## src/rtl/irq_mask_controller_if.sv

```systemverilog
// irq_mask_controller_if: request, mask, acknowledge and pending-output bundle of the PIC mask stage
interface irq_mask_controller_if #(
    parameter int CHANNELS = 8
) ();
    localparam int ID_W = $clog2(CHANNELS);

    logic [CHANNELS-1:0] ir_in;
    logic                ltim;
    logic                imr_wr;
    logic [CHANNELS-1:0] imr_data;
    logic                ack;
    logic [CHANNELS-1:0] ack_vec;
    logic [CHANNELS-1:0] irr_q;
    logic [CHANNELS-1:0] imr_q;
    logic [CHANNELS-1:0] pending;
    logic                int_req;
    logic [ID_W-1:0]     irq_id;

    modport master (
        output ir_in, ltim, imr_wr, imr_data, ack, ack_vec,
        input  irr_q, imr_q, pending, int_req, irq_id
    );

    modport slave (
        input  ir_in, ltim, imr_wr, imr_data, ack, ack_vec,
        output irr_q, imr_q, pending, int_req, irq_id
    );
endinterface

```

## src/rtl/irq_mask_controller.sv

```systemverilog
// irq_mask_controller: synchronises interrupt lines, latches IRR, holds IMR and picks the lowest pending channel
module irq_mask_controller #(
    parameter int                  CHANNELS    = 8,
    parameter int                  SYNC_STAGES = 2,
    parameter logic [CHANNELS-1:0] MASK_RESET  = '0
) (
    input logic                   clk_i,
    input logic                   rst_ni,
    irq_mask_controller_if.slave  bus
);
    localparam int ID_W = $clog2(CHANNELS);

    logic [SYNC_STAGES-1:0][CHANNELS-1:0] sync_q;
    logic [CHANNELS-1:0] ir_s, ir_prev_q, rise, clr;
    logic [CHANNELS-1:0] irr_q, irr_d, imr_q, imr_d, pending;
    logic [ID_W-1:0]     irq_id;

    assign ir_s = sync_q[SYNC_STAGES-1];
    assign rise = ir_s & ~ir_prev_q;
    assign clr  = bus.ack ? bus.ack_vec : '0;

    // Synchroniser chain plus a one-cycle delayed copy used for rising-edge detection
    always_ff @(posedge clk_i or negedge rst_ni) begin
        if (!rst_ni) begin
            sync_q    <= '0;
            ir_prev_q <= '0;
        end else begin
            sync_q[0] <= bus.ir_in;
            for (int k = 1; k < SYNC_STAGES; k++)
                sync_q[k] <= sync_q[k-1];
            ir_prev_q <= ir_s;
        end
    end

    // Next IRR follows the line in level mode; in edge mode a new rise beats a same-cycle clear
    always_comb begin
        irr_d = bus.ltim ? (ir_s & ~clr) : ((irr_q & ~clr) | rise);
        imr_d = bus.imr_wr ? bus.imr_data : imr_q;
    end

    // IRR and IMR registers; masked channels still latch so unmasking releases them
    always_ff @(posedge clk_i or negedge rst_ni) begin
        if (!rst_ni) begin
            irr_q <= '0;
            imr_q <= MASK_RESET;
        end else begin
            irr_q <= irr_d;
            imr_q <= imr_d;
        end
    end

    assign pending = irr_q & ~imr_q;

    // Fixed-priority encoder: scanning downward leaves the lowest set bit as the winner
    always_comb begin
        irq_id = '0;
        for (int i = CHANNELS - 1; i >= 0; i--)
            if (pending[i]) irq_id = ID_W'(i);
    end

    assign bus.irr_q   = irr_q;
    assign bus.imr_q   = imr_q;
    assign bus.pending = pending;
    assign bus.int_req = |pending;
    assign bus.irq_id  = irq_id;
endmodule
```

## src/flat_wrapper.sv

```systemverilog
// flat-port wrapper written by rule: the top's interface ports become plain ports
module irq_mask_controller_flat 
#(
    parameter int                  CHANNELS    = 8,
    parameter int                  SYNC_STAGES = 2,
    parameter logic [CHANNELS-1:0] MASK_RESET  = '0
)
  (clk_i, rst_ni, bus_ir_in, bus_ltim, bus_imr_wr, bus_imr_data, bus_ack, bus_ack_vec, bus_irr_q, bus_imr_q, bus_pending, bus_int_req, bus_irq_id);
  irq_mask_controller_if #(.CHANNELS(CHANNELS)) bus_i ();
  input logic clk_i;
  input logic rst_ni;
  input wire logic [$bits(bus_i.ir_in)-1:0] bus_ir_in;
  input wire logic [$bits(bus_i.ltim)-1:0] bus_ltim;
  input wire logic [$bits(bus_i.imr_wr)-1:0] bus_imr_wr;
  input wire logic [$bits(bus_i.imr_data)-1:0] bus_imr_data;
  input wire logic [$bits(bus_i.ack)-1:0] bus_ack;
  input wire logic [$bits(bus_i.ack_vec)-1:0] bus_ack_vec;
  output wire logic [$bits(bus_i.irr_q)-1:0] bus_irr_q;
  output wire logic [$bits(bus_i.imr_q)-1:0] bus_imr_q;
  output wire logic [$bits(bus_i.pending)-1:0] bus_pending;
  output wire logic [$bits(bus_i.int_req)-1:0] bus_int_req;
  output wire logic [$bits(bus_i.irq_id)-1:0] bus_irq_id;
  assign bus_i.ir_in = bus_ir_in;
  assign bus_i.ltim = bus_ltim;
  assign bus_i.imr_wr = bus_imr_wr;
  assign bus_i.imr_data = bus_imr_data;
  assign bus_i.ack = bus_ack;
  assign bus_i.ack_vec = bus_ack_vec;
  assign bus_irr_q = bus_i.irr_q;
  assign bus_imr_q = bus_i.imr_q;
  assign bus_pending = bus_i.pending;
  assign bus_int_req = bus_i.int_req;
  assign bus_irq_id = bus_i.irq_id;
  irq_mask_controller #(.CHANNELS(CHANNELS), .SYNC_STAGES(SYNC_STAGES), .MASK_RESET(MASK_RESET)) u_core (.clk_i(clk_i), .rst_ni(rst_ni), .bus(bus_i));
endmodule
```

## config.mk

```make
export PLATFORM = sky130hd
export DESIGN_NAME = irq_mask_controller_flat
export DESIGN_NICKNAME = d
export VERILOG_FILES = /design/src/rtl/irq_mask_controller_if.sv /design/src/rtl/irq_mask_controller.sv /design/src/flat_wrapper.sv
export SDC_FILE = /design/constraint.sdc
export NUM_CORES = 1
export LEC_CHECK = 0
export CAP_MARGIN = 20
export CORE_MARGIN = 10
export CORE_UTILIZATION = 43
export CTS_BUF_LIST = sky130_fd_sc_hd__clkbuf_2
export DETAILED_ROUTE_END_ITERATION = 12
export PLACE_DENSITY = 0.78
export SLEW_MARGIN = 10
export SYNTH_ARGS = -nofsm -noshare
export SYNTH_HDL_FRONTEND = slang
export SYNTH_SLANG_ARGS = --single-unit
```

## constraint.sdc

```tcl
create_clock -name clk_i -period 1.5 [get_ports clk_i]
set_input_delay 0.45 -clock clk_i [delete_from_list [all_inputs] [get_ports clk_i]]
set_output_delay 0.45 -clock clk_i [all_outputs]
set_load 0.05 [all_outputs]
```

==> impl_metrics.json <==
{
  "outcome": "finished with violations",
  "min_path_type": "flip-flop to flip-flop",
  "cts_buffer_depth": 2,
  "violations": "negative setup slack",
  "diodes": 0,
  "clk_pin_slew_worst_paths_ps": 220,
  "die_y_um": 79.3,
  "slew_headroom_pct": 67.0,
  "critPathLaunchType": "flip-flop",
  "cp-end-kind": "output pin",
  "die_area_um2": 6290,
  "syn_nets": 147,
  "max_freq_mhz": 449,
  "yosysWarnings": 0,
  "required_ps": 1050,
  "worstMarginPinSlew_ps": 495,
  "clk_root_buffer_cell": "clkbuf_2",
  "grt-ovfl-total": 0,
  "clock_skew_ps": 13.2,
  "ioPinCount": 57,
  "grt_max_degree": 41,
  "yosys.area.top_type_share_pct": 66.1,
  "gp_congestion": 0.804,
  "dieWidth_um": 79.3,
  "drtAntennaViolNets": 0,
  "multi_input_area_um2": 502,
  "setup-violations-final": 29,
  "viasPerCell": 5.42,
  "cts_sinks": 40,
  "yosys-top-cells-area": "dfrtp_1 66%, mux2_1 4.5%, nand2_1 4.2%, a221oi_1 4.0%, a21oi_1 3.0%",
  "cap_violations": 0,
  "crit_fanout": 2,
  "ys_types": 26,
  "ys_seq_elements": 40,
  "final_cell_count_no_fill": 271,
  "dr.first_iter.drc_count": 107,
  "cts_tree": "yes",
  "place_area_um2": 2720,
  "fin_ws_ps": -726,
  "drive_gt1_share_pct": 53.3,
  "nets": 253,
  "initial_core_util_pct": 45.0,
  "fin_crit_sh_pct": 148,
  "arrival_ps": 1780,
  "wl_per_cell_um": 25.1,
  "fillers": 117,
  "routed_wl_um": 6790,
  "ys_seq_area_share_pct": 66.1,
  "fin_crit_ps": 2230,
  "clock_latency_ps": 410,
  "dpl.hpwl_um": 3570,
  "syn_area_per_cell_um2": 12.8,
  "dp_cells": 250,
  "rsz0062_at_grt": "yes",
  "hold_violations": 0,
  "core_area_um2": 3360,
  "rows": 21,
  "route.detailed.drc": 0,
  "syn_inst": 118,
  "synth_largest_area_cell": "dfrtp_1",
  "grt_pass1_vias": 1573,
  "leakagePower_uw": 0.00140,
  "area_growth_pct": 102,
  "seqCellArea_um2": 1020,
  "syn_area_um2": 1510,
  "final_area_um2": 3050,
  "p_per_area_nw_per_um2": 1080,
  "vdd_drop_max_mv": 0.803,
  "cts_made_buffers": 5,
  "power_uw": 3280,
  "grt_pass1_wl_um": 8830,
  "portBuffers": 56,
  "htree_levels": 2,
  "slew_violations": 0,
  "antenna_found_initial": 0,
  "track_usage_pct": 18.6,
  "num_vias": 1469,
  "worstSetupPathType": "flip-flop to output pin",
  "dr.pass1.iters": 4
}
## stage by stage
stage / setup TNS (ps) / setup WS (ps) / utilization, % / hold WS (ps)
final: -7750 / -726 / 90.7 / 379
after global routing: -9020 / -821 / 90.7 / 389
after floorplan: -2350 / -810 / - / 154
after detailed placement: -2280 / -203 / 80.9 / 335
after global placement: -1100 / -124 / 80.9 / 332
after CTS: -6750 / -618 / 88.4 / 376
## path summary, 6_finish.rpt
| path | slack (ps) | depth (start not counted) | endpoint | startpoint |
|---|---|---|---|---|
| setup / recovery | -730 | 5 | bus_irq_id[0] | u_core.bus.imr_q[6] |
| hold / removal | 380 | 0 | u_core.ir_s[6] | u_core.sync_q[6] |
| setup reg to reg | 90 | 5 | u_core.bus.irr_q[4] | u_core.bus.irr_q[4] |
| hold reg to reg | 380 | 0 | u_core.ir_s[6] | u_core.sync_q[6] |
| max in group asynchronous | 740 | 3 | u_core.bus.irr_q[1] | rst_ni |
| min in group asynchronous | 520 | 3 | u_core.bus.imr_q[4] | rst_ni |
## kinds of logic after synthesis
group,after synthesis,share of synthesized area [%]
flops,40,66.1
simple gates,33,13.9
compound gates,20,9.34
buf+inv,17,4.71
mux,8,5.95
## placed cells by master, fill, tap and decap left out, drive strengths merged, types with 2 or more instances in the layout
cell type and count:
buf 75, clkdlybuf4s50 27, clkbuf 5, a221oi 7, nor2 2, nor4 2
mux2 8, nor2b 4, dfrtp 40, inv 13, a21oi 9, nand2 17
nand2b 4, nand3 2
## flip-flops by register name, summed over array words and instances (netlist names)
register	cells
u_core.bus.irr_q	8
u_core.ir_prev_q	8
u_core.bus.imr_q	8
u_core.ir_s	8
u_core.sync_q	8
## routing by layer
layer	global-route usage (%)	routed length, µm
met1	18.7	2490
met2	34.0	3520
met3	6.76	516
met4	7.35	261
met5	0	0
## synthesized netlist by cell type
cell,count
nand3_1,2
nor2b_2,1
o211ai_1,1
nor2_1,2
nor4_2,1
inv_2,3
nor4_4,1
o221ai_2,1
nor2b_4,2
inv_1,9
nand2b_4,1
a21oi_1,9
nand2b_1,2
mux2_1,6
nand2_1,17
a211oi_1,1
nor2b_1,1
and2b_4,1
buf_2,4
inv_4,1
mux2_2,2
dfrtp_1,40
nand2b_2,1
nand3b_1,1
a221oi_1,7
o21ai_1,1
## layout make-up
type / instances / area share [%]
Clock buffer: 5 / 0.820
Sequential cell: 40 / 33.5
Multi-Input combinational cell: 61 / 16.4
Timing Repair Buffer: 103 / 43.9
Tap cell: 46 / 1.89
Inverter: 13 / 2.09
Clock inverter: 3 / 1.39
## power by group
part | internal, µW | leakage, µW | total [µW] | switching [µW]
registers | 1160 | 0.000450 | 1240 | 74.0
clock network | 278 | 0.0000390 | 645 | 367
logic | 716 | 0.000913 | 1400 | 683
total | 2160 | 0.00140 | 3280 | 1120
## repair_timing
| item | in CTS | in global routing |
|---|---|---|
| hold buffers | 1 | 0 |
| buffers inserted | 10 | 15 |
| hold endpoints to repair | 40 | 0 |
| pin swaps | 4 | 0 |
| setup endpoints to repair | 28 | 28 |
| resized for setup | 31 | 20 |
## worst max-delay path, stage by stage (launching register included)
cell and delay, ps:
dfrtp_2 460, nand2b_4 160, buf_4 130, a21oi_1 230
o211ai_1 190, buf_12 200
Note: power is estimated with default switching activity, not from simulation.
==> RTL change (config.mk and constraints unchanged) <==
`CHANNELS` is set to 8 in 3 places; all go to 16.
--- a/src/rtl/irq_mask_controller_if.sv
+++ b/src/rtl/irq_mask_controller_if.sv
@@ -1,5 +1,5 @@
 // irq_mask_controller_if: request, mask, acknowledge and pending-output bundle of the PIC mask stage
 interface irq_mask_controller_if #(
-    parameter int CHANNELS = 8
+    parameter int CHANNELS = 16
 ) ();
     localparam int ID_W = $clog2(CHANNELS);
--- a/src/rtl/irq_mask_controller.sv
+++ b/src/rtl/irq_mask_controller.sv
@@ -1,5 +1,5 @@
 // irq_mask_controller: synchronises interrupt lines, latches IRR, holds IMR and picks the lowest pending channel
 module irq_mask_controller #(
-    parameter int                  CHANNELS    = 8,
+    parameter int                  CHANNELS    = 16,
     parameter int                  SYNC_STAGES = 2,
     parameter logic [CHANNELS-1:0] MASK_RESET  = '0
--- a/src/flat_wrapper.sv
+++ b/src/flat_wrapper.sv
@@ -2,5 +2,5 @@
 module irq_mask_controller_flat 
 #(
-    parameter int                  CHANNELS    = 8,
+    parameter int                  CHANNELS    = 16,
     parameter int                  SYNC_STAGES = 2,
     parameter logic [CHANNELS-1:0] MASK_RESET  = '0
Interface: changed (7 resized); port bits go from 57 to 106. No check against the original RTL was run, so the function may have changed too.
==> RTL change against the original RTL <==
- the flow still finishes with violations (setup timing)
- sequential share of layout area grew 2.0 points
- worst setup slack got worse by 290 ps
- combinational power rose by 79%
- largest power group unchanged
- critical endpoint is now bus_irq_id[3]
- sequential power rose by 98%
- power is 91% higher
- synthesized area increased by 93%
- synthesized cell count increased by 99%
- wire length increased by 69%
- cell area up 88%
- sequential cell count grew 40
==> RTL change: results (changes against the original RTL) <==
- The quantity of I/O buffers inserted on ports is 105 (+88%).
* Detail-routed via count per cell: 5.31 (-2.0%)
* Flop2flop setup slack: 170 ps (+80 ps)
- Post-synthesis area per instance: 12.4 µm² (-3.1%)
- The met1 layer wirelength in the final routing came to 4180 µm (+68%).
- The maximum number of pins on one net before global-route repair came to 81 (+98%).
- Class of the tightest hold or removal check: input port to register
* Maximum resistive drop on vdd: 0.000869 V (+8.1%)
* Wire length on met3: 995 µm (+93%)
* Syn_nets: 288 (+96%)
- The endpoint identified for the worst register-to-register timing path is u_core.bus.irr_q[5].
- The final instance count without filler cells was 506 (+87%).
* Arrival time at the worst endpoint: 2070 ps (+290 ps)
* Final setup violation count: 53 (+83%)
* Wire length of the first global-routing pass: 15600 µm (+77%)
* CP top delay family: simple AND/OR/NAND/NOR gates
- The setup slack after layout came to -1020 ps (-294 ps).
* Critical path launch point: u_core.bus.irr_q[13]
- Area fraction in compound gates after synthesis: 0.0998 (+0.00644)
- 1st-iter DRT viols: 104 (-2.8%)
- Final Wtd Congestion: 0.790 (-1.7%)
- The met1 capacity usage during global routing was 0.203 (+0.0157).
* Number of cells after detailed placement: 468 (+87%)
* Cell types occupying the most area after synthesis: sky130_fd_sc_hd__dfrtp_1, sky130_fd_sc_hd__mux2_2, sky130_fd_sc_hd__a221oi_1, sky130_fd_sc_hd__nand2_1, sky130_fd_sc_hd__a21oi_1
- Termination of the worst setup path: bus_irq_id[3]
* Hold Slack: 323 ps (-56.1 ps)
- Slowest Stage Delay on Critical Path: 570 ps (+110 ps)
* Met3 Resource Use GR: 0.0789 (+0.0114)
* Clock slew at reported path FFs: 240 ps (+20 ps)
- The post-synthesis cell area came to 0.00292 mm² (+93%).
- Estimated wirelength of the detail-placed design: 7060 µm (+98%)
* Layout cell share with drive strength beyond 1: 0.517 (-0.0159)
- Share of the yosys chip area belonging to registers: 0.686 (+0.0244)
- In the synthesized netlist, the cells that appear most often are sky130_fd_sc_hd__dfrtp_1, sky130_fd_sc_hd__nand2_1, sky130_fd_sc_hd__a21oi_1, sky130_fd_sc_hd__inv_1, sky130_fd_sc_hd__mux2_2.
- Result of the run: complete, but fails checks
- GRT Total Usage: 0.198 (+0.0124)
- Failing checks: setup timing
* Distinct cell type count of the synthesized netlist: 29 (+12%)
- The worst max-slew margin expressed relative to the limit came to 0.693 (+0.0234).
- Routed wire per std cell: 22.7 µm (-9.3%)
## RTL change: worst register-to-register path, cell delays in order (launching register included)
cell and delay (ps):
sky130_fd_sc_hd__dfrtp_2 480, sky130_fd_sc_hd__buf_6 120, sky130_fd_sc_hd__buf_6 110, sky130_fd_sc_hd__buf_4 120, sky130_fd_sc_hd__a221oi_1 300, sky130_fd_sc_hd__a21oi_1 100
## RTL change: metrics by stage
step	util	power [W]	cell area [µm²]	TNS (ps)
floorplan	-	0.00342	3120	-3450
global placement	0.806	0.00464	5200	-5860
detailed placement	0.806	0.00470	5200	-6970
CTS	0.862	0.00607	5570	-17840
global route	0.888	0.00646	5730	-20630
finish	0.888	0.00625	5730	-17840
## RTL change: final cells by class
| type | instances | area, µm² |
|---|---|---|
| clock buffer | 11 | 55.1 |
| clock inverter | 5 | 72.6 |
| fill | 284 | 724 |
| inverter | 20 | 81.3 |
| multi-input combinational | 127 | 987 |
| sequential | 80 | 2030 |
| tap | 77 | 96.3 |
| timing repair buffer | 186 | 2410 |
## RTL change: timing repair
| item | 4_1_cts | 5_1_grt |
|---|---|---|
| resized for setup | 49 | 21 |
| setup buffers | 10 | 24 |
| pin swaps | 2 | 1 |
| hold buffers | 1 | 0 |
| hold endpoints to repair | 80 | 0 |
| endpoints found under the setup margin | 53 | 53 |
## RTL change: power groups by stage
stage / registers [W] / clock network [W] / logic, W
after floorplan: 0.00278 / 0 / 0.000643
after global placement: 0.00245 / 0 / 0.00219
after detailed placement: 0.00246 / 0 / 0.00223
after CTS: 0.00244 / 0.00127 / 0.00236
after global routing: 0.00247 / 0.00139 / 0.00260
final: 0.00246 / 0.00130 / 0.00250
